===== src/rtl/mul_reservation_station.sv =====
// -----------------------------------------------------------------------------
// mul_reservation_station
//
// Issue-side front end of the Tomasulo multiplier path. Holds pending multiply
// instructions and snoops the common data bus (CDB) for missing operands. It
// dispatches one ready instruction at a time to the multiplier and frees that
// entry when the result for its tag is broadcast on the CDB.
//
// Ports:
//   clk, rst_n             rising-edge clock, asynchronous active-low reset
//   issue_valid            decoder presents a MUL instruction
//   issue_ready            at least one entry free (combinational)
//   issue_tag              tag the presented instruction will get (000 = full)
//   issue_q1/q2            producer tags of the operands (000 = value valid)
//   issue_v1/v2            operand values, used where the matching q is 000
//   cdb_valid/tag/data     common data bus broadcast
//   MUL_Status             multiplier busy (1) / idle (0)
//   MUL_Tag_ip             registered dispatch tag (000 = no dispatch)
//   Source_Reg1/2          registered dispatched operands
//   rs_busy                per-entry occupied flags
// -----------------------------------------------------------------------------
module mul_reservation_station #(
    parameter int         NUM_ENTRIES = 2,
    parameter logic [2:0] TAG_BASE    = 3'd4,
    parameter int         DATA_W      = 8
) (
    input  logic                   clk,
    input  logic                   rst_n,
    input  logic                   issue_valid,
    output logic                   issue_ready,
    output logic [2:0]             issue_tag,
    input  logic [2:0]             issue_q1,
    input  logic [2:0]             issue_q2,
    input  logic [DATA_W-1:0]      issue_v1,
    input  logic [DATA_W-1:0]      issue_v2,
    input  logic                   cdb_valid,
    input  logic [2:0]             cdb_tag,
    input  logic [DATA_W-1:0]      cdb_data,
    input  logic                   MUL_Status,
    output logic [2:0]             MUL_Tag_ip,
    output logic [DATA_W-1:0]      Source_Reg1,
    output logic [DATA_W-1:0]      Source_Reg2,
    output logic [NUM_ENTRIES-1:0] rs_busy
);

    localparam int IDX_W = (NUM_ENTRIES > 1) ? $clog2(NUM_ENTRIES) : 1;

    typedef enum logic [1:0] {
        S_IDLE,
        S_ISSUE,
        S_WAIT
    } state_t;

    function automatic logic [2:0] tag_of(input logic [IDX_W-1:0] idx);
        return TAG_BASE + 3'(idx);
    endfunction

    // Entry storage
    logic [NUM_ENTRIES-1:0] busy;
    logic [NUM_ENTRIES-1:0] dispatched;
    logic [2:0]             q1 [NUM_ENTRIES];
    logic [2:0]             q2 [NUM_ENTRIES];
    logic [DATA_W-1:0]      v1 [NUM_ENTRIES];
    logic [DATA_W-1:0]      v2 [NUM_ENTRIES];

    state_t           state, state_next;
    logic [IDX_W-1:0] inflight_idx;

    // Selection logic
    logic [NUM_ENTRIES-1:0] ready;
    logic                   alloc_found;
    logic [IDX_W-1:0]       alloc_idx;
    logic                   ready_found;
    logic [IDX_W-1:0]       ready_idx;
    logic                   do_alloc;
    logic                   do_dispatch;
    logic                   do_free;
    logic                   bypass1;
    logic                   bypass2;

    // NOTE: every signal driven from always_comb gets a default before any
    // conditional assignment, so no path leaves it unassigned (no latch).
    always_comb begin
        alloc_found = 1'b0;
        alloc_idx   = '0;
        ready_found = 1'b0;
        ready_idx   = '0;
        ready       = '0;
        // Scan high-to-low so the last hit is the lowest index.
        for (int i = NUM_ENTRIES - 1; i >= 0; i--) begin
            ready[i] = busy[i] && !dispatched[i] && (q1[i] == 3'b000) && (q2[i] == 3'b000);
            if (!busy[i]) begin
                alloc_found = 1'b1;
                alloc_idx   = IDX_W'(i);
            end
            if (ready[i]) begin
                ready_found = 1'b1;
                ready_idx   = IDX_W'(i);
            end
        end
    end

    assign issue_ready = alloc_found;
    assign issue_tag   = alloc_found ? tag_of(alloc_idx) : 3'b000;
    assign rs_busy     = busy;

    assign do_alloc    = issue_valid && alloc_found;
    assign do_dispatch = (state == S_IDLE) && !MUL_Status && ready_found;
    assign do_free     = (state == S_WAIT) && cdb_valid && (cdb_tag == tag_of(inflight_idx));

    // Same-cycle CDB bypass for an operand still pending at issue time.
    assign bypass1 = cdb_valid && (issue_q1 != 3'b000) && (cdb_tag == issue_q1);
    assign bypass2 = cdb_valid && (issue_q2 != 3'b000) && (cdb_tag == issue_q2);

    // Dispatch FSM: next-state logic
    always_comb begin
        state_next = state;
        unique case (state)
            S_IDLE:  if (do_dispatch) state_next = S_ISSUE;
            S_ISSUE: state_next = S_WAIT;
            S_WAIT:  if (do_free) state_next = S_IDLE;
            default: state_next = S_IDLE;
        endcase
    end

    // NOTE: sequential state uses non-blocking assignments so every register
    // samples pre-edge values regardless of statement order.
    always_ff @(posedge clk or negedge rst_n) begin
        if (!rst_n) state <= S_IDLE;
        else        state <= state_next;
    end

    // Entry array, dispatch registers. Later assignments in this block take
    // priority: snoop, then free, then allocation (allocation wins).
    // NOTE: the entry array is reset in full; it is small, and resetting the
    // operand fields keeps dispatched values deterministic after reset.
    always_ff @(posedge clk or negedge rst_n) begin
        if (!rst_n) begin
            busy         <= '0;
            dispatched   <= '0;
            inflight_idx <= '0;
            MUL_Tag_ip   <= 3'b000;
            Source_Reg1  <= '0;
            Source_Reg2  <= '0;
            for (int i = 0; i < NUM_ENTRIES; i++) begin
                q1[i] <= 3'b000;
                q2[i] <= 3'b000;
                v1[i] <= '0;
                v2[i] <= '0;
            end
        end else begin
            // Operand snoop on every busy entry; both operands may capture.
            for (int i = 0; i < NUM_ENTRIES; i++) begin
                if (busy[i] && cdb_valid) begin
                    if ((q1[i] != 3'b000) && (cdb_tag == q1[i])) begin
                        v1[i] <= cdb_data;
                        q1[i] <= 3'b000;
                    end
                    if ((q2[i] != 3'b000) && (cdb_tag == q2[i])) begin
                        v2[i] <= cdb_data;
                        q2[i] <= 3'b000;
                    end
                end
            end

            if (do_dispatch) begin
                MUL_Tag_ip              <= tag_of(ready_idx);
                Source_Reg1             <= v1[ready_idx];
                Source_Reg2             <= v2[ready_idx];
                dispatched[ready_idx]   <= 1'b1;
                inflight_idx            <= ready_idx;
            end else if (state == S_ISSUE) begin
                // Tag is a one-cycle pulse; operands stay put.
                MUL_Tag_ip <= 3'b000;
            end

            if (do_free) begin
                busy[inflight_idx]       <= 1'b0;
                dispatched[inflight_idx] <= 1'b0;
            end

            if (do_alloc) begin
                busy[alloc_idx]       <= 1'b1;
                dispatched[alloc_idx] <= 1'b0;
                q1[alloc_idx]         <= bypass1 ? 3'b000 : issue_q1;
                v1[alloc_idx]         <= bypass1 ? cdb_data : issue_v1;
                q2[alloc_idx]         <= bypass2 ? 3'b000 : issue_q2;
                v2[alloc_idx]         <= bypass2 ? cdb_data : issue_v2;
            end
        end
    end

endmodule


===== config.mk =====
export PLATFORM = sky130hd
export DESIGN_NAME = mul_reservation_station
export DESIGN_NICKNAME = d
export VERILOG_FILES = /design/src/rtl/mul_reservation_station.sv
export SDC_FILE = /design/constraint.sdc
export NUM_CORES = 1
export LEC_CHECK = 0
export BUFFER_PORTS_ARGS = -buffer_cell sky130_fd_sc_hd__buf_2
export CAP_MARGIN = 20
export CORE_UTILIZATION = 60
export CTS_BUF_LIST = sky130_fd_sc_hd__clkbuf_4 sky130_fd_sc_hd__clkbuf_8 sky130_fd_sc_hd__clkbuf_16
export DETAILED_ROUTE_END_ITERATION = 16
export PLACE_DENSITY = 0.85
export SYNTH_ARGS = -nofsm -noshare
export SYNTH_HDL_FRONTEND = slang
export SYNTH_SLANG_ARGS = --single-unit
export TNS_END_PERCENT = 10

===== constraint.sdc =====
create_clock -name clk -period 2.8 [get_ports clk]
set_input_delay 0.56 -clock clk [delete_from_list [all_inputs] [get_ports clk]]
set_output_delay 0.56 -clock clk [all_outputs]
set_load 0.01 [all_outputs]

==> impl_metrics.yaml <==
outcome:
  status: "finished, final reports clean"
synth:
  synth_area_leaders: "dfrtp_1, a222oi_1, inv_1"
  synth.distinct_cells: 42
  avgSynthCellArea_um2: 10.51
  yosys_warnings: 0
  synth.most_common_cell: "dfrtp_1"
  synth_top_area_frac: 0.5088
  synthFlopType: "dfrtp_1"
  synth_edf_count: 0
  async_flop_share: 1.000
  ys_seq_elements: 69
  synth_seq_area_share: 0.5088
  syn_area_um2: 3393
  synth_top_cell_by_area: "dfrtp_1"
  synthCells: 323
  synth_common_cells: "dfrtp_1, inv_1, a222oi_1"
cts:
  cts_root_buf: "clkbuf_8"
  cts_max_level: 3
  clockBufferDepth: 2
  path_clk_slew_ns: 0.07
  cts_buffers: 9
  clk_latency_ns: 0.34
  cts_num_sinks: 69
  postCtsHoldBufs: 0
  cts_tree: "built"
  post_cts_buffers: 0
  post_cts_resized: 0
placed_design:
  port_buffers: 60
  routabilityCongestion: 0.9129
  dpl.hpwl_mm: 5.808
grt:
  grt_pass1_wl_mm: 14.55
  grt_max_degree: 46
  antenna_found_initial: 0
  grt.total_usage: 0.3199
  grt_pass1_vias: 3010
  grt-ovfl-total: 0
sta:
  whs_ns: 0.2046
  timing_worst_slew_pin_value_ns: 0.8638
  fin_crit_sh: 0.7387
  rsz0062_at_grt: "no"
  slew_violations: 0
  finalHoldViolCount: 0
  fmax_mhz: 483.5
  setup_tns_ns: 0
  skew_ns: 0.005753
  finalSetupViolCount: 0
  relSlewSlack: 0.4220
  period_minus_slack_ns: 2.068
layout:
  fill_cells: 423
  syn2layout_area_growth_pct: 15.01
  diodes: 0
  layout-drive-gt1-share: 0.2461
  nets: 420
floorplan:
  dieArea_um2: 5960
  core_um2: 5473
  io_pins: 63
  start_util: 0.6200
  die_width_um: 77.20
  die_h_um: 77.20
  num_rows: 27
critical_path:
  crit_fanout: 11
  crit_type: "flop to flop"
  path_cells: "nor2b_1 > nand2_1 > nor2_1 > a222oi_1"
  cp_slowest_cell: "nor2_1"
  cp-end-kind: "flop"
  worst_r2r_path_depth: 4
  cp.required_ns: 2.98
  cp.arrival_ns: 2.24
  cpPeakStageDelay_ns: 0.70
  cp-start-kind: "flop"
routing:
  drt-total-wl_mm: 8.603
  detail-route-antenna-nets: 0
  vias: 2907
  avgViaCountPerCell: 6.347
  dr.pass1.iters: 9
  drc: 0
  initialDrtViolationCount: 474
  wl_per_cell_um: 18.78
min_path:
  hp-class: "primary input to asynchronous set/reset pin"
pwr:
  vdd_ir_drop_max_mv: 0.7189
  p_per_area_nw_per_um2: 1070
  p_leak_nw: 2.073
flow_run:
  drv_cap: 0
placed cells by master, fill, tap and decap left out, types with 2 or more instances in the layout:
cell type,count
nand2_1,18
conb_1,2
a21bo_2,2
a21o_1,2
buf_4,5
xnor2_1,4
a221o_1,7
nor2b_1,2
or3_1,2
xor2_1,8
clkbuf_8,11
dfrtp_1,69
a222oi_1,41
nor2_1,17
nand2b_1,5
a22o_1,12
and2_1,5
o21ai_0,4
o21a_1,2
nor2_2,2
and3_1,4
nand3_1,4
a21oi_2,3
buf_2,60
or2_1,3
a21oi_1,8
inv_1,64
or3b_1,2
metal layers:
layer / wire [um] / up-vias / global-route usage
li1: - / 1274 / -
met1: 3411 / 1416 / 0.4154
met2: 4112 / 185 / 0.5186
met3: 831 / 32 / 0.07500
met4: 248 / 0 / 0.1264
met5: 0 / - / 0
cells by family (layout without fill, tap and decap cells):
kind of cell    count (synthesis)  in the layout  share of synthesized area
simple gates                   70             70                     0.1110
other cells                     1              2                   0.001105
buf+inv                        83            145                     0.1069
compound gates                 87             87                     0.2364
xor+xnor                       13             13                    0.03577
flops                          69             69                     0.5089
sequential cells by signal (all words and copies together), names as in the netlist:
name / flops
v1: 16
dispatched: 2
q2: 6
rs_busy: 2
Source_Reg2: 8
v2: 16
q1: 6
inflight_idx: 1
Source_Reg1: 8
MUL_Tag_ip: 2
state: 2
final timing paths:
check,from,endpoint,slack (ns)
max,rs_busy[0],v2[6],0.73
max in group asynchronous,rst_n,v2[7],1.96
min,rst_n,q2[1],0.20
min in group clk,issue_v2[0],v2[8],0.46
min reg2reg,MUL_Tag_ip[2],MUL_Tag_ip[2],0.48
max reg2reg,rs_busy[0],v2[6],0.73
cell type report:
type                       instances  area, um2  share of cell area
sequential                        69       1727              0.4425
multi-input combinational        172       1308              0.3350
timing repair buffer              66      357.8             0.09170
inverter                          64      240.2             0.06156
clock buffer                      12      158.9             0.04072
tap                               72      90.09             0.02308
clock inverter                     3      21.27            0.005450
stage by stage:
stage | util | cells | power, mW | area, um2 | worst slack [ns]
2_1_floorplan | - | 324 | 2.914 | 3397 | 0.9672
3_5_place_dp | 0.6802 | 443 | 3.402 | 3722 | 0.6440
5_1_grt | 0.7131 | 458 | 4.443 | 3902 | 0.6044
6_report | 0.7131 | 458 | 4.177 | 3902 | 0.7317
4_1_cts | 0.7131 | 458 | 4.167 | 3902 | 0.7491
3_3_place_gp | 0.6802 | 443 | 3.314 | 3722 | 0.6786
critical path, delay by kind of cell, from the launching register on:
family	cells	cell delay, ns
and+or+nand+nor	3	1.11
DFF	1	0.50
AOI/OAI and AO/OA	1	0.29
where the power goes:
| part | total, mW | leakage [nW] | internal [mW] | switching (mW) |
|---|---|---|---|---|
| clock network | 0.746 | 0.0919 | 0.375 | 0.371 |
| logic | 1.62 | 1.16 | 0.758 | 0.859 |
| registers | 1.81 | 0.818 | 1.47 | 0.347 |
| total | 4.18 | 2.07 | 2.60 | 1.58 |
No activity file was read; power rests on OpenSTA's default activity.
